==> config.mk <==
export PLATFORM = sky130hd
export DESIGN_NAME = activation_relu_quant
export DESIGN_NICKNAME = d
export VERILOG_FILES = /design/src/rtl/activation_relu_quant_pkg.sv /design/src/rtl/activation_relu_quant_round_shift_sat.sv /design/src/rtl/activation_relu_quant.sv
export SDC_FILE = /design/constraint.sdc
export NUM_CORES = 1
export LEC_CHECK = 0
export BUFFER_PORTS_ARGS = -buffer_cell sky130_fd_sc_hd__buf_2
export CORE_MARGIN = 4
export CORE_UTILIZATION = 53
export DETAILED_ROUTE_END_ITERATION = 16
export PLACE_DENSITY = 0.86
export SLEW_MARGIN = 5
export SYNTH_ARGS = -nofsm -noshare
export SYNTH_HDL_FRONTEND = slang
export SYNTH_SLANG_ARGS = --single-unit
==> constraint.sdc <==
create_clock -name clk -period 3.7 [get_ports clk]
set_clock_uncertainty 0.15 [all_clocks]
set_input_delay 0.37 -clock clk [delete_from_list [all_inputs] [get_ports clk]]
set_output_delay 0.37 -clock clk [all_outputs]
set_load 0.01 [all_outputs]
==> src/rtl/activation_relu_quant_pkg.sv <==
// ---------------------------------------------------------------------------
// activation_relu_quant_pkg
//   Shared widths and constants for the post-convolution activation path of
//   the VGG-16 accelerator.  The defaults describe the widest layer; narrower
//   layers override OFM_BIT (21..29) when instantiating the activation block.
//
//   OFM_BIT_DEFAULT  signed accumulator width feeding the activation
//   IFM_BIT_DEFAULT  unsigned activation width handed to the next layer
//   SHIFT_DEFAULT    requantization right-shift amount
//   ACT_MAX          largest representable activation, 2^IFM_BIT-1
//   act_max()        same limit for an arbitrary activation width
// ---------------------------------------------------------------------------
package activation_relu_quant_pkg;

    localparam int OFM_BIT_DEFAULT = 29;
    localparam int IFM_BIT_DEFAULT = 8;
    localparam int SHIFT_DEFAULT   = 13;

    function automatic int act_max(input int ifm_bit);
        return (1 << ifm_bit) - 1;
    endfunction

    localparam int ACT_MAX = act_max(IFM_BIT_DEFAULT);

endpackage

==> src/rtl/activation_relu_quant_round_shift_sat.sv <==
// ---------------------------------------------------------------------------
// round_shift_sat
//   Combinational requantizer shared by the accelerator's requantizing blocks.
//   It is split into two halves so the caller can place a register between
//   them: the round half adds 2^(SHIFT-1) (round half up), and the
//   shift/saturate half drops SHIFT LSBs and clamps to the activation range.
//
//   value        in   OFM_BIT    non-negative value to requantize
//   rounded      out  OFM_BIT+1  value + rounding bias, one bit wider so it
//                                can never wrap
//   rounded_reg  in   OFM_BIT+1  (registered) rounded value to shift
//   result       out  IFM_BIT    shifted and saturated activation
// ---------------------------------------------------------------------------
module round_shift_sat
    import activation_relu_quant_pkg::*;
#(
    parameter int OFM_BIT = OFM_BIT_DEFAULT,
    parameter int IFM_BIT = IFM_BIT_DEFAULT,
    parameter int SHIFT   = SHIFT_DEFAULT
) (
    input  logic [OFM_BIT-1:0] value,
    output logic [OFM_BIT:0]   rounded,
    input  logic [OFM_BIT:0]   rounded_reg,
    output logic [IFM_BIT-1:0] result
);

    // A zero shift needs no rounding; BIAS_POS keeps the shift amount legal
    // even when SHIFT is 0 so the constant expression stays well defined.
    localparam int               BIAS_POS   = (SHIFT > 0) ? (SHIFT - 1) : 0;
    localparam logic [OFM_BIT:0] ROUND_BIAS = (SHIFT > 0) ? ((OFM_BIT + 1)'(1) << BIAS_POS)
                                                          : '0;
    localparam logic [OFM_BIT:0] SAT_LIMIT  = (OFM_BIT + 1)'(act_max(IFM_BIT));

    logic [OFM_BIT:0] shifted;

    assign rounded = {1'b0, value} + ROUND_BIAS;
    assign shifted = rounded_reg >> SHIFT;

    // Anything above the activation range clamps to all ones.
    always_comb begin
        result = shifted[IFM_BIT-1:0];
        if (shifted > SAT_LIMIT) begin
            result = '1;
        end
    end

endmodule

==> src/rtl/activation_relu_quant.sv <==
// ---------------------------------------------------------------------------
// activation_relu_quant
//   ReLU followed by round/shift/saturate requantization of one signed OFM
//   sample per cycle into an unsigned activation for the next layer.  Two
//   register stages, one sample per cycle, no backpressure.
//
//   clk         in   1        rising-edge clock
//   rst_n       in   1        synchronous reset, active HIGH despite the name
//   in_valid    in   1        OFM carries a sample this cycle
//   OFM         in   OFM_BIT  signed convolution result
//   out_valid   out  1        Activation carries a result this cycle
//   Activation  out  IFM_BIT  quantized activation, 0 whenever out_valid==0
// ---------------------------------------------------------------------------
module activation_relu_quant
    import activation_relu_quant_pkg::*;
#(
    parameter int OFM_BIT = OFM_BIT_DEFAULT,
    parameter int IFM_BIT = IFM_BIT_DEFAULT,
    parameter int SHIFT   = SHIFT_DEFAULT
) (
    input  logic                      clk,
    input  logic                      rst_n,
    input  logic                      in_valid,
    input  logic signed [OFM_BIT-1:0] OFM,
    output logic                      out_valid,
    output logic        [IFM_BIT-1:0] Activation
);

    logic [OFM_BIT-1:0] relu_value;
    logic [OFM_BIT:0]   rounded;
    logic [OFM_BIT:0]   stage1_data;
    logic               stage1_valid;
    logic [IFM_BIT-1:0] sat_result;

    // Negative inputs, including the most negative code, collapse to zero.
    assign relu_value = OFM[OFM_BIT-1] ? '0 : OFM;

    round_shift_sat #(
        .OFM_BIT (OFM_BIT),
        .IFM_BIT (IFM_BIT),
        .SHIFT   (SHIFT)
    ) u_round_shift_sat (
        .value       (relu_value),
        .rounded     (rounded),
        .rounded_reg (stage1_data),
        .result      (sat_result)
    );

    // Stage 1 holds the rounded ReLU value; the data register only loads on
    // a valid sample so idle cycles do not toggle it.
    // Stage 2 holds the final activation, forced to zero when not valid.
    // Reset wins over a same-cycle in_valid and drops everything in flight.
    always_ff @(posedge clk) begin
        if (rst_n) begin
            stage1_valid <= 1'b0;
            stage1_data  <= '0;
            out_valid    <= 1'b0;
            Activation   <= '0;
        end else begin
            stage1_valid <= in_valid;
            if (in_valid) begin
                stage1_data <= rounded;
            end
            out_valid  <= stage1_valid;
            Activation <= stage1_valid ? sat_result : '0;
        end
    end

endmodule

==> results of run 1 <==
==> worst min-delay path by stage <==
stage,startpoint,endpoint,slack (ns)
floorplan,stage1_data[15]$_SDFFE_PP0P_,Activation[2]$_SDFF_PP0_,0.28
global placement,stage1_data[16]$_SDFFE_PP0P_,Activation[3]$_SDFF_PP0_,0.30
detailed placement,stage1_data[16]$_SDFFE_PP0P_,Activation[3]$_SDFF_PP0_,0.30
CTS,OFM[26],stage1_data[27]$_SDFFE_PP0P_,0.24
global route,OFM[26],stage1_data[27]$_SDFFE_PP0P_,0.26
finish,OFM[26],stage1_data[27]$_SDFFE_PP0P_,0.25
==> cell usage in the layout, fill, tap and decap left out, drive strengths merged, types with 5 or more instances in the layout <==
cell and count:
o21a 8, xnor2 5, nor2b 8, nor2 14
nand3 6, dfxtp 26, nor3 7, nand4 5
nand2b 6, nor4 6, buf 28
==> critical path: cells and delay by family <==
family | cells | cell delay [ns]
AND/OR/NAND/NOR | 4 | 0.76
adder cells (fa/ha/maj) | 1 | 0.22
AO/OA/AOI/OAI | 1 | 0.24
buffers and inverters | 1 | 0.18
==> registers in the layout, indices dropped and copies added, names as in the netlist <==
signal and cells:
Activation 8, out_valid 1, stage1_data 16, stage1_valid 1
==> final cells by class <==
cell class | instances | area share [%]
Clock buffer | 3 | 1.55
Timing Repair Buffer | 28 | 9.67
Sequential cell | 26 | 35.9
Inverter | 4 | 1.04
Multi-Input combinational cell | 99 | 49.4
Tap cell | 28 | 2.42
==> layer usage <==
metal | track usage, % | part of all wire (%) | up-vias | wire length (µm)
met2 | 28.7 | 47 | 43 | 1210
met3 | 1.58 | 6.1 | 7 | 158
met4 | 7.28 | 1.8 | 0 | 46
met5 | 0 | 0 | - | 0
li1 | - | - | 538 | -
met1 | 21.9 | 45 | 471 | 1170
==> power groups by stage <==
stage / clock network [W] / registers [W] / logic [W]
after floorplan: 0 / 0.000306 / 0.0000474
after global placement: 0 / 0.000304 / 0.0000748
after detailed placement: 0 / 0.000305 / 0.0000782
after CTS: 0.000114 / 0.000299 / 0.0000785
after global routing: 0.000130 / 0.000300 / 0.0000869
final: 0.000113 / 0.000299 / 0.0000787
==> through the flow <==
stage          power (W)  util, %  instances  cell area (µm²)  hold slack (ns)
2_1_floorplan   0.000353        -        135             1280            0.283
3_3_place_gp    0.000379     63.3        185             1430            0.302
6_report        0.000490     64.3        188             1450            0.249
3_5_place_dp    0.000383     63.3        185             1430            0.303
4_1_cts         0.000491     64.3        188             1450            0.244
5_1_grt         0.000517     64.3        188             1450            0.255
==> Yosys cell counts, types with 2 or more instances <==
cell type	instances	area share (%)
sky130_fd_sc_hd__a211oi_1	2	1.2
sky130_fd_sc_hd__nand4_1	3	1.5
sky130_fd_sc_hd__nor3_1	6	2.4
sky130_fd_sc_hd__nor4_1	3	1.5
sky130_fd_sc_hd__nand2_1	4	1.2
sky130_fd_sc_hd__nand4_2	2	2.0
sky130_fd_sc_hd__a211o_1	3	2.1
sky130_fd_sc_hd__nand3_1	5	2.0
sky130_fd_sc_hd__a21oi_1	3	1.2
sky130_fd_sc_hd__nor3b_1	2	1.2
sky130_fd_sc_hd__xor2_1	4	2.7
sky130_fd_sc_hd__dfxtp_1	26	41
sky130_fd_sc_hd__xnor2_1	5	3.4
sky130_fd_sc_hd__o21a_1	8	4.7
sky130_fd_sc_hd__a22o_1	4	2.7
sky130_fd_sc_hd__buf_2	3	1.2
sky130_fd_sc_hd__nor2_1	13	3.8
sky130_fd_sc_hd__inv_1	4	1.2
sky130_fd_sc_hd__clkbuf_1	2	0.59
sky130_fd_sc_hd__nor4_2	3	2.9
sky130_fd_sc_hd__nand2b_1	6	2.9
sky130_fd_sc_hd__nor2b_1	8	3.9
==> kinds of logic (layout without fill, tap and decap cells) <==
kind of cell             count (synthesis)  in the layout  synth area share (%)
AND/OR/NAND/NOR                         63             63                  32.1
flip-flops                              26             26                  40.7
AO/OA/AOI/OAI                           25             25                  16.0
buffers and inverters                   10             35                  3.23
XOR/XNOR                                 9              9                  6.17
adder cells (fa/ha/maj)                  1              1                 0.979
multiplexers                             1              1                 0.784
==> impl_metrics.prom, run 1 <==
# TYPE chip_impl_metric gauge
chip_impl_metric{name="post_route_drc",unit=""} 0
chip_impl_metric{name="pin_count",unit=""} 41
chip_impl_metric{name="final_report_max_slew_violation_count",unit=""} 0
chip_impl_metric{name="area_growth_from_synthesis_to_final_layout",unit="%"} 13.4
chip_impl_metric{name="multiInputGateArea",unit="µm²"} 716
chip_impl_metric{name="post_synth_inst_count",unit=""} 135
chip_impl_metric{name="drt-pass1-iter-count",unit=""} 4
chip_impl_metric{name="worstRegToRegCells",unit=""} 3
chip_impl_info{name="rsz0062_at_grt",value="false"} 1
chip_impl_metric{name="cell_internal_pwr",unit="W"} 0.000363
chip_impl_metric{name="timing.fmax",unit="GHz"} 0.586
chip_impl_info{name="crit_path_start_kind",value="input port"} 1
chip_impl_metric{name="synth.yosys.warnings",unit=""} 0
chip_impl_metric{name="die_area",unit="µm²"} 3260
chip_impl_info{name="regToRegStartpoint",value="stage1_data[24]$_SDFFE_PP0P_"} 1
chip_impl_metric{name="wl_per_cell",unit="µm"} 13.7
chip_impl_metric{name="worst_path_largest_cell_delay",unit="ns"} 0.33
chip_impl_metric{name="power.density",unit="nW/µm²"} 338
chip_impl_metric{name="layout.filler_cells",unit=""} 208
chip_impl_metric{name="switch_pwr",unit="W"} 0.000127
chip_impl_metric{name="num-nets-final",unit=""} 195
chip_impl_metric{name="synth-seq-cells",unit=""} 26
chip_impl_metric{name="synthDistinctLibCells",unit=""} 38
chip_impl_metric{name="share_clk_of_total_power",unit="%"} 23.0
chip_impl_metric{name="synth_area",unit="µm²"} 1280
chip_impl_metric{name="grt_pass1_wl",unit="µm"} 4460
chip_impl_metric{name="cts_inserted_buffers",unit=""} 3
chip_impl_metric{name="worst-endpoint-required",unit="ns"} 3.76
chip_impl_metric{name="place_congestion",unit=""} 0.808
chip_impl_metric{name="clock_tree.htree_level_count",unit=""} 1
chip_impl_metric{name="finalCriticalPeriod",unit="ns"} 1.71
chip_impl_metric{name="postSynthNetCount",unit=""} 168
chip_impl_metric{name="max-slew-margin-rel",unit="%"} 64.4
chip_impl_metric{name="number_of_setup_violations_in_the_final_report",unit=""} 0
chip_impl_info{name="crit-reg2reg-capture",value="Activation[7]$_SDFF_PP0_"} 1
chip_impl_metric{name="seq_power_share",unit="%"} 60.9
chip_impl_info{name="crit_start",value="OFM[28]"} 1
chip_impl_metric{name="finalHoldViolCount",unit=""} 0
chip_impl_metric{name="vdd_ir_drop_max",unit="µV"} 179
chip_impl_metric{name="row_count",unit=""} 17
chip_impl_info{name="critPathSlowestCell",value="sky130_fd_sc_hd__nor4_2"} 1
chip_impl_metric{name="tightest_slew",unit="ns"} 0.532
chip_impl_info{name="ctsRootBufferMaster",value="sky130_fd_sc_hd__clkbuf_4"} 1
chip_impl_metric{name="synth_enable_flop_cells",unit=""} 0
chip_impl_info{name="ys.flop_type",value="sky130_fd_sc_hd__dfxtp_1"} 1
chip_impl_metric{name="clock_sink_count",unit=""} 26
chip_impl_info{name="timing.hold.worst.class",value="in -> reg"} 1
chip_impl_metric{name="drt_iter0_markers",unit=""} 24
chip_impl_metric{name="maxcap_viol_count",unit=""} 0
chip_impl_metric{name="clock_path_buffers",unit=""} 2
chip_impl_metric{name="cts.clk_slew.worst_paths",unit="ns"} 0.12
chip_impl_info{name="endpoint",value="stage1_data[24]$_SDFFE_PP0P_"} 1
chip_impl_metric{name="async_reset_ff_share",unit="%"} 0
chip_impl_metric{name="layout-drive-gt1-share",unit="%"} 27.5
chip_impl_metric{name="ff2ff_setup_slack",unit="ns"} 2.37
chip_impl_metric{name="sw_frac_of_total",unit="%"} 25.8
chip_impl_metric{name="min_delay_path_depth",unit=""} 3
chip_impl_metric{name="seq_total_area_yosys",unit="%"} 40.7
chip_impl_metric{name="fin_crit_sh",unit="%"} 46.1
chip_impl_metric{name="num_vias",unit=""} 1059
chip_impl_info{name="crit_chain",value="buf_2 -> nor2b_1 -> ha_1 -> nand3_2 -> nor4_2 -> nor4b_1 -> a211o_1"} 1
chip_impl_metric{name="antenna_cells",unit=""} 0
chip_impl_metric{name="grt.overflow.total",unit=""} 0
chip_impl_metric{name="initial_core_util",unit="%"} 56.7
chip_impl_metric{name="postLayoutSetupSlackWorst",unit="ns"} 1.99
chip_impl_metric{name="core",unit="µm²"} 2250
chip_impl_metric{name="grt_start_max_net_pins",unit=""} 22
chip_impl_metric{name="regArea",unit="µm²"} 520
chip_impl_metric{name="leakage",unit="nW"} 0.612
chip_impl_metric{name="io_buffers",unit=""} 28
chip_impl_info{name="setup.worst_path.end_class",value="flip-flop"} 1
chip_impl_metric{name="clock_insertion_delay_worst_skew",unit="ns"} 0.31
chip_impl_metric{name="detail-route-antenna-nets",unit=""} 0
chip_impl_metric{name="grtUsageTotal",unit="%"} 16.9
chip_impl_metric{name="grt_pass1_vias",unit=""} 1012
chip_impl_metric{name="antenna_violations_before_repair",unit=""} 0
chip_impl_metric{name="post-cts-setup-buffer-count",unit=""} 0
chip_impl_metric{name="route.detailed.vias_per_inst",unit=""} 5.63
chip_impl_info{name="outcome",value="complete, no violations"} 1
chip_impl_metric{name="setup_total_negative_slack",unit="ns"} 0
chip_impl_info{name="path_class",value="in -> reg"} 1
chip_impl_metric{name="cts_resized",unit=""} 0
chip_impl_metric{name="cts_hold_repair.buffers",unit=""} 0
chip_impl_metric{name="crit_path_max_fanout",unit=""} 14
chip_impl_metric{name="p_comb_share",unit="%"} 16.1
chip_impl_metric{name="die-height",unit="µm"} 57.1
chip_impl_metric{name="crit_arrival",unit="ns"} 1.77
chip_impl_metric{name="detailed_place_hpwl",unit="µm"} 2000
chip_impl_metric{name="place_ws",unit="ns"} 1.65
chip_impl_metric{name="drt-total-wl",unit="µm"} 2580
chip_impl_info{name="clock_tree_from_tritoncts",value="built"} 1
chip_impl_metric{name="die_width",unit="µm"} 57.1
chip_impl_metric{name="synth.avg_cell_area",unit="µm²"} 9.46
Note: power is estimated with default switching activity, not from simulation.
==> run 2, diff against run 1 <==
--- a/config.mk
+++ b/config.mk
@@ -7,9 +7,9 @@
 export LEC_CHECK = 0
 export BUFFER_PORTS_ARGS = -buffer_cell sky130_fd_sc_hd__buf_2
 export CORE_MARGIN = 4
-export CORE_UTILIZATION = 53
+export CORE_UTILIZATION = 49
 export DETAILED_ROUTE_END_ITERATION = 16
-export PLACE_DENSITY = 0.86
+export PLACE_DENSITY = 0.8
 export SLEW_MARGIN = 5
 export SYNTH_ARGS = -nofsm -noshare
 export SYNTH_HDL_FRONTEND = slang
==> constraint.sdc (replaced) <==
create_clock -name clk -period 1.8 [get_ports clk]
set_clock_uncertainty 0.15 [all_clocks]
set_input_delay 0.18 -clock clk [delete_from_list [all_inputs] [get_ports clk]]
set_output_delay 0.18 -clock clk [all_outputs]
set_load 0.01 [all_outputs]
==> run 2 against run 1 <==
Effect of this change: routed wire length fell by 3.3%; cell count rose by 2.1%; critical endpoint unchanged; count of clock-buffer cells in the layout did not move; sequential share of layout area fell by 0.97 points; highest routed layer unchanged; largest power group unchanged; combinational power rose by 100%.
==> impl_metrics.prom, run 2 (synthesized netlist as in run 1, its figures left out) <==
# TYPE chip_impl_metric gauge
chip_impl_info{name="outcome",value="complete, no violations"} 1
chip_impl_info{name="layout.cells.most_common_list",value="28 x sky130_fd_sc_hd__buf_2, 26 x sky130_fd_sc_hd__dfxtp_1, 13 x sky130_fd_sc_hd__nor2_1"} 1
chip_impl_metric{name="drt-total-wl",unit="µm"} 2500
chip_impl_info{name="timing.hold.worst.class",value="in -> reg"} 1
chip_impl_metric{name="clock_path_buffers",unit=""} 2
chip_impl_info{name="worstHoldStart",value="OFM[26]"} 1
chip_impl_metric{name="clock_insertion_delay_worst_skew",unit="ns"} 0.32
chip_impl_metric{name="clock_sink_count",unit=""} 26
chip_impl_info{name="clock_tree_from_tritoncts",value="built"} 1
chip_impl_metric{name="tightest_slew",unit="ns"} 0.515
chip_impl_info{name="rsz0062_at_grt",value="false"} 1
chip_impl_info{name="ctsRootBufferMaster",value="sky130_fd_sc_hd__clkbuf_4"} 1
chip_impl_metric{name="wl_per_cell",unit="µm"} 13.0
chip_impl_info{name="crit_path_start_kind",value="input port"} 1
chip_impl_info{name="endpoint",value="stage1_data[24]$_SDFFE_PP0P_"} 1
chip_impl_metric{name="grtUsageTotal",unit="%"} 16.6
chip_impl_metric{name="max-slew-margin-rel",unit="%"} 65.6
chip_impl_info{name="largest_regs",value="stage1_data (16), Activation (8)"} 1
chip_impl_info{name="registers.top_by_ff_count",value="stage1_data"} 1
chip_impl_metric{name="switch_pwr",unit="W"} 0.000273
chip_impl_info{name="path_class",value="in -> reg"} 1
chip_impl_metric{name="detail-route-antenna-nets",unit=""} 0
chip_impl_metric{name="crit_path_max_fanout",unit=""} 6
chip_impl_metric{name="post-route-cell-area",unit="µm²"} 1490
chip_impl_metric{name="finalHoldViolCount",unit=""} 0
chip_impl_metric{name="detailed_place_hpwl",unit="µm"} 1940
chip_impl_metric{name="fin_crit_sh",unit="%"} 77.2
chip_impl_metric{name="grt_start_max_net_pins",unit=""} 22
chip_impl_metric{name="crit_arrival",unit="ns"} 1.47
chip_impl_metric{name="cts_resized",unit=""} 0
chip_impl_metric{name="clock_tree.htree_level_count",unit=""} 1
chip_impl_metric{name="post-cts-setup-buffer-count",unit=""} 0
chip_impl_metric{name="place_area",unit="µm²"} 1440
chip_impl_metric{name="share_clk_of_total_power",unit="%"} 33.8
chip_impl_metric{name="maxcap_viol_count",unit=""} 0
chip_impl_metric{name="cts_inserted_buffers",unit=""} 3
chip_impl_metric{name="leakage",unit="nW"} 0.631
chip_impl_metric{name="initial_core_util",unit="%"} 51.6
chip_impl_metric{name="grt_pass1_wl",unit="µm"} 4490
chip_impl_metric{name="number_of_setup_violations_in_the_final_report",unit=""} 0
chip_impl_metric{name="timing.fmax",unit="GHz"} 0.720
chip_impl_metric{name="die_width",unit="µm"} 59.1
chip_impl_metric{name="finalCriticalPeriod",unit="ns"} 1.39
chip_impl_metric{name="grt_pass1_vias",unit=""} 1043
chip_impl_metric{name="cts.clk_slew.worst_paths",unit="ns"} 0.13
chip_impl_metric{name="area_growth_from_synthesis_to_final_layout",unit="%"} 16.6
chip_impl_metric{name="power.density",unit="nW/µm²"} 785
chip_impl_metric{name="post_route_drc",unit=""} 0
chip_impl_info{name="crit_start",value="OFM[13]"} 1
chip_impl_metric{name="finalPower",unit="W"} 0.00117
chip_impl_metric{name="largest_register_ff_count",unit=""} 16
chip_impl_metric{name="die-height",unit="µm"} 59.1
chip_impl_metric{name="cts_hold_repair.buffers",unit=""} 0
chip_impl_metric{name="place_ws",unit="ns"} 0.0564
chip_impl_metric{name="route.detailed.vias_per_inst",unit=""} 5.51
chip_impl_info{name="crit-reg2reg-capture",value="Activation[6]$_SDFF_PP0_"} 1
chip_impl_metric{name="place_congestion",unit=""} 0.806
chip_impl_info{name="setup.worst_path.end_class",value="flip-flop"} 1
chip_impl_metric{name="io_buffers",unit=""} 28
chip_impl_metric{name="antenna_cells",unit=""} 0
chip_impl_info{name="mostFrequentLayoutCell",value="sky130_fd_sc_hd__buf_2"} 1
chip_impl_metric{name="vdd_ir_drop_max",unit="µV"} 568
chip_impl_metric{name="p_comb_share",unit="%"} 13.8
chip_impl_metric{name="grt.overflow.total",unit=""} 0
chip_impl_metric{name="die_area",unit="µm²"} 3490
chip_impl_metric{name="final_report_max_slew_violation_count",unit=""} 0
chip_impl_metric{name="cell_internal_pwr",unit="W"} 0.000896
chip_impl_info{name="regToRegStartpoint",value="stage1_data[24]$_SDFFE_PP0P_"} 1
chip_impl_metric{name="sw_frac_of_total",unit="%"} 23.4
chip_impl_metric{name="antenna_violations_before_repair",unit=""} 0
chip_impl_metric{name="num_vias",unit=""} 1057
chip_impl_metric{name="pin_count",unit=""} 41
chip_impl_metric{name="seq_power_share",unit="%"} 52.4
chip_impl_metric{name="postLayoutSetupSlackWorst",unit="ns"} 0.411
chip_impl_metric{name="worstRegToRegCells",unit=""} 3
chip_impl_metric{name="core",unit="µm²"} 2480
chip_impl_metric{name="ff2ff_setup_slack",unit="ns"} 0.46
chip_impl_metric{name="num-nets-final",unit=""} 196
chip_impl_metric{name="worst-endpoint-required",unit="ns"} 1.88
chip_impl_metric{name="layout-drive-gt1-share",unit="%"} 28.4
chip_impl_metric{name="row_count",unit=""} 18
chip_impl_metric{name="drt-pass1-iter-count",unit=""} 4
chip_impl_metric{name="drt_iter0_markers",unit=""} 23
chip_impl_metric{name="setup_total_negative_slack",unit="ns"} 0
run 2: changes by cell type in the layout (fill, tap and decap cells not counted):
| cell | delta |
|---|---|
| sky130_fd_sc_hd__buf_4 | +1 |
| sky130_fd_sc_hd__bufinv_16 | +1 |
run 2: area by class of cell:
cell class	instances	area, µm²
multi-input combinational	99	716
fill	234	988
timing repair buffer	29	148
inverter	4	15.0
sequential	26	520
tap	30	37.5
clock buffer	3	22.5
clock inverter	1	30.0
run 2: layer usage:
layer	vias up	part of all wire, %	track usage (%)	routed length (µm)
met4	0	2.5	9.06	63
met2	30	45	27.1	1140
li1	537	-	-	-
met5	-	0	0	0
met3	5	4.4	2.18	109
met1	485	48	20.9	1190
run 2: critical path: stages:
cell and delay (ns):
sky130_fd_sc_hd__buf_2 0.11, sky130_fd_sc_hd__nor2b_1 0.14, sky130_fd_sc_hd__ha_1 0.21, sky130_fd_sc_hd__nand3_2 0.18
sky130_fd_sc_hd__nor4_2 0.32, sky130_fd_sc_hd__nor4b_1 0.10, sky130_fd_sc_hd__a211o_1 0.23
run 2: worst min path at each step:
stage | cells past startpoint | slack (ns) | end
2_1_floorplan | 2 | 0.19 | stage1_valid$_SDFF_PP0_
3_3_place_gp | 1 | 0.30 | Activation[3]$_SDFF_PP0_
3_5_place_dp | 1 | 0.30 | Activation[7]$_SDFF_PP0_
4_1_cts | 3 | 0.02 | stage1_data[27]$_SDFFE_PP0P_
5_1_grt | 3 | 0.04 | stage1_data[27]$_SDFFE_PP0P_
6_report | 3 | 0.03 | stage1_data[27]$_SDFFE_PP0P_
run 2: per-stage QoR:
| step | instances | hold slack [ns] | util (%) |
|---|---|---|---|
| 2_1_floorplan | 135 | 0.187 | - |
| 3_3_place_gp | 188 | 0.303 | 58.0 |
| 3_5_place_dp | 188 | 0.304 | 58.0 |
| 4_1_cts | 192 | 0.0172 | 60.1 |
| 5_1_grt | 192 | 0.0407 | 60.1 |
| 6_report | 192 | 0.0262 | 60.1 |
run 2: power groups by stage:
stage	logic, W	registers [W]	clock network (W)
6_report	0.000161	0.000613	0.000395
5_1_grt	0.000180	0.000616	0.000432
4_1_cts	0.000162	0.000614	0.000404
3_5_place_dp	0.000161	0.000626	0
3_3_place_gp	0.000156	0.000625	0
2_1_floorplan	0.0000974	0.000628	0
==> run 3, diff against run 2 <==
--- a/config.mk
+++ b/config.mk
@@ -5,11 +5,12 @@
 export SDC_FILE = /design/constraint.sdc
 export NUM_CORES = 1
 export LEC_CHECK = 0
+export ABC_AREA = 1
 export BUFFER_PORTS_ARGS = -buffer_cell sky130_fd_sc_hd__buf_2
 export CORE_MARGIN = 4
-export CORE_UTILIZATION = 49
+export CORE_UTILIZATION = 52
 export DETAILED_ROUTE_END_ITERATION = 16
-export PLACE_DENSITY = 0.8
+export PLACE_DENSITY = 0.82
 export SLEW_MARGIN = 5
 export SYNTH_ARGS = -nofsm -noshare
 export SYNTH_HDL_FRONTEND = slang
==> constraint.sdc (replaced) <==
create_clock -name clk -period 1.3 [get_ports clk]
set_clock_uncertainty 0.15 [all_clocks]
set_input_delay 0.13 -clock clk [delete_from_list [all_inputs] [get_ports clk]]
set_output_delay 0.13 -clock clk [all_outputs]
set_load 0.01 [all_outputs]
==> run 3 against run 2 <==
Effect of this change: count of clock-buffer cells in the layout is the same; first-iteration DRC count rose by 110%; routed wire length up 28%; final area increased by 30%; worst setup slack got worse by 0.33 ns; die area rose by 14%; via count up 42%; flip-flop and latch count did not move; synthesized area grew 23%.
==> impl_metrics.prom, run 3 <==
# TYPE chip_impl_metric gauge
chip_impl_info{name="outcome",value="complete, no violations"} 1
chip_impl_metric{name="synth_enable_flop_cells",unit=""} 0
chip_impl_metric{name="antenna_cells",unit=""} 0
chip_impl_metric{name="finalHoldViolCount",unit=""} 0
chip_impl_metric{name="grt.overflow.total",unit=""} 0
chip_impl_info{name="yosysMostFrequentCell",value="sky130_fd_sc_hd__inv_1"} 1
chip_impl_info{name="mostFrequentLayoutCell",value="sky130_fd_sc_hd__inv_1"} 1
chip_impl_metric{name="finalPower",unit="W"} 0.00174
chip_impl_metric{name="num_vias",unit=""} 1498
chip_impl_metric{name="die_width",unit="µm"} 63.1
chip_impl_metric{name="finalCriticalPeriod",unit="ns"} 1.22
chip_impl_metric{name="clock_sink_count",unit=""} 26
chip_impl_metric{name="leakage",unit="nW"} 1.00
chip_impl_info{name="layout.cells.most_common_list",value="43 x sky130_fd_sc_hd__inv_1, 37 x sky130_fd_sc_hd__nand2_1, 28 x sky130_fd_sc_hd__buf_2"} 1
chip_impl_metric{name="post_route_drc",unit=""} 0
chip_impl_metric{name="tightest_slew",unit="ns"} 0.276
chip_impl_metric{name="synthDistinctLibCells",unit=""} 31
chip_impl_metric{name="layout-drive-gt1-share",unit="%"} 31.3
chip_impl_info{name="path_class",value="in -> reg"} 1
chip_impl_metric{name="pin_count",unit=""} 41
chip_impl_metric{name="maxcap_viol_count",unit=""} 0
chip_impl_metric{name="synth_area",unit="µm²"} 1580
chip_impl_metric{name="layout.filler_cells",unit=""} 258
chip_impl_metric{name="detailed_place_hpwl",unit="µm"} 2650
chip_impl_metric{name="postLayoutSetupSlackWorst",unit="ns"} 0.0784
chip_impl_metric{name="synth_top_area_share",unit="%"} 33.0
chip_impl_metric{name="initial_core_util",unit="%"} 55.7
chip_impl_metric{name="cts_inserted_buffers",unit=""} 3
chip_impl_metric{name="largest_register_ff_count",unit=""} 16
chip_impl_metric{name="grt_pass1_wl",unit="µm"} 5740
chip_impl_metric{name="post_synth_inst_count",unit=""} 217
chip_impl_metric{name="area_growth_from_synthesis_to_final_layout",unit="%"} 22.7
chip_impl_metric{name="clock_path_buffers",unit=""} 2
chip_impl_info{name="registers.top_by_ff_count",value="stage1_data"} 1
chip_impl_metric{name="die_area",unit="µm²"} 3980
chip_impl_metric{name="antenna_violations_before_repair",unit=""} 0
chip_impl_metric{name="synth.avg_cell_area",unit="µm²"} 7.27
chip_impl_metric{name="place_congestion",unit=""} 0.859
chip_impl_metric{name="synth.yosys.warnings",unit=""} 0
chip_impl_metric{name="postSynthNetCount",unit=""} 250
chip_impl_metric{name="number_of_setup_violations_in_the_final_report",unit=""} 0
chip_impl_metric{name="drt-total-wl",unit="µm"} 3210
chip_impl_metric{name="worst-endpoint-required",unit="ns"} 1.40
chip_impl_metric{name="post-route-util",unit="%"} 68.4
chip_impl_info{name="dominant_cells_by_area_after_synthesis",value="sky130_fd_sc_hd__dfxtp_1 33%, sky130_fd_sc_hd__inv_1 10%, sky130_fd_sc_hd__nand2_1 8.8%"} 1
chip_impl_metric{name="synth-seq-cells",unit=""} 26
chip_impl_metric{name="cts.clk_slew.worst_paths",unit="ns"} 0.14
chip_impl_info{name="ctsRootBufferMaster",value="sky130_fd_sc_hd__clkbuf_4"} 1
chip_impl_metric{name="drt_iter0_markers",unit=""} 48
chip_impl_metric{name="async_reset_ff_share",unit="%"} 0
chip_impl_metric{name="seq_total_area_yosys",unit="%"} 33.0
chip_impl_metric{name="place_area",unit="µm²"} 1860
chip_impl_metric{name="clock_insertion_delay_worst_skew",unit="ns"} 0.31
chip_impl_metric{name="max-slew-margin-rel",unit="%"} 81.5
chip_impl_metric{name="drt-pass1-iter-count",unit=""} 4
chip_impl_metric{name="row_count",unit=""} 19
chip_impl_metric{name="place_ws",unit="ns"} -0.237
chip_impl_metric{name="crit_path_max_fanout",unit=""} 6
chip_impl_metric{name="grt_start_max_net_pins",unit=""} 17
chip_impl_info{name="crit_path_start_kind",value="input port"} 1
chip_impl_info{name="setup.worst_path.end_class",value="flip-flop"} 1
chip_impl_metric{name="clock_tree.htree_level_count",unit=""} 1
chip_impl_info{name="clock_tree_from_tritoncts",value="built"} 1
chip_impl_info{name="largest_regs",value="stage1_data (16), Activation (8)"} 1
chip_impl_metric{name="die-height",unit="µm"} 63.1
chip_impl_metric{name="crit_arrival",unit="ns"} 1.33
chip_impl_metric{name="power.density",unit="nW/µm²"} 902
chip_impl_metric{name="timing.fmax",unit="GHz"} 0.819
chip_impl_info{name="synth_top_cells_by_count",value="43 x sky130_fd_sc_hd__inv_1, 37 x sky130_fd_sc_hd__nand2_1, 26 x sky130_fd_sc_hd__dfxtp_1, 20 x sky130_fd_sc_hd__a21oi_1, 18 x sky130_fd_sc_hd__nand3_1"} 1
chip_impl_metric{name="vdd_ir_drop_max",unit="µV"} 420
chip_impl_metric{name="num-nets-final",unit=""} 299
chip_impl_metric{name="post-route-cell-area",unit="µm²"} 1930
chip_impl_info{name="synthDominantAreaCellType",value="sky130_fd_sc_hd__dfxtp_1"} 1
chip_impl_metric{name="route.detailed.vias_per_inst",unit=""} 5.06
chip_impl_info{name="ys.flop_type",value="sky130_fd_sc_hd__dfxtp_1"} 1
chip_impl_info{name="timing.hold.worst.class",value="in -> reg"} 1
chip_impl_metric{name="detail-route-antenna-nets",unit=""} 0
chip_impl_metric{name="fin_crit_sh",unit="%"} 94.0
chip_impl_metric{name="wl_per_cell",unit="µm"} 10.8
chip_impl_metric{name="io_buffers",unit=""} 28
chip_impl_metric{name="final_report_max_slew_violation_count",unit=""} 0
chip_impl_metric{name="hold_ws",unit="ns"} 0.0248
chip_impl_metric{name="grt_pass1_vias",unit=""} 1421
chip_impl_metric{name="grtUsageTotal",unit="%"} 17.5
chip_impl_metric{name="core",unit="µm²"} 2830
==> run 3: what timing repair did <==
action / 4_1_cts / 5_1_grt
buffers inserted: 0 / 1
gates resized for setup: 0 / 1
hold buffers: 1 / 0
hold endpoints to repair: 1 / 0
setup endpoints to repair: 0 / 2
==> run 3: layout make-up <==
class | count | area (µm²) | area share (%)
clock inverter | 1 | 30.0 | 1.55
inverter | 47 | 189 | 9.77
multi-input combinational | 139 | 833 | 43.1
clock buffer | 3 | 22.5 | 1.16
timing repair buffer | 49 | 300 | 15.5
sequential | 26 | 520 | 26.9
tap | 31 | 38.8 | 2.01
==> run 3: power by group <==
group	leakage, nW	internal (W)	switching [W]
logic	0.761	0.000141	0.000207
registers	0.214	0.000841	0.0000118
clock network	0.0279	0.000312	0.000231
total	1.00	0.00129	0.000450
==> run 3: path summary, 6_finish.rpt <==
| kind | startpoint | endpoint | slack, ns | cells after the start |
|---|---|---|---|---|
| worst max-delay path | OFM[28] | stage1_data[20]$_SDFFE_PP0P_ | 0.08 | 10 |
| worst min-delay path | rst_n | stage1_valid$_SDFF_PP0_ | 0.02 | 2 |
| worst min register to register | stage1_data[14]$_SDFFE_PP0P_ | Activation[1]$_SDFF_PP0_ | 0.31 | 2 |
| worst max register to register | stage1_data[26]$_SDFFE_PP0P_ | Activation[4]$_SDFF_PP0_ | 0.14 | 5 |
==> run 3: layer usage <==
layer	vias to the layer above	share of wire, %	global-route usage (%)
met2	40	51	31.4
met1	667	45	20.7
met5	-	0	0
met3	4	3.6	1.42
li1	787	-	-
met4	0	1.1	8.54
==> run 3: metrics by stage <==
stage | std cells | TNS (ns)
floorplan | 217 | 0
global placement | 290 | -1.57
detailed placement | 290 | -2.05
CTS | 295 | 0
global route | 296 | -0.0261
finish | 296 | 0
==> run 3: worst max-delay path, stage by stage <==
cell	delay (ns)
sky130_fd_sc_hd__buf_2	0.16
sky130_fd_sc_hd__inv_12	0.07
sky130_fd_sc_hd__nand2_4	0.04
sky130_fd_sc_hd__inv_1	0.05
sky130_fd_sc_hd__ha_2	0.22
sky130_fd_sc_hd__nand2_1	0.10
sky130_fd_sc_hd__nor2_4	0.17
sky130_fd_sc_hd__buf_4	0.14
sky130_fd_sc_hd__nand3_1	0.09
sky130_fd_sc_hd__a31oi_1	0.16
==> run 3: logic make-up (layout without fill, tap and decap cells) <==
group                      Yosys count  in the layout  share of synthesized area (%)
DFF                                 26             26                           33.0
buffers and inverters               52            100                           15.8
and+or+nand+nor                    101            101                           37.4
xor gates and xnor gates             3              3                           1.67
AOI/OAI and AO/OA                   34             34                           11.3
adders and majority gates            1              1                          0.794
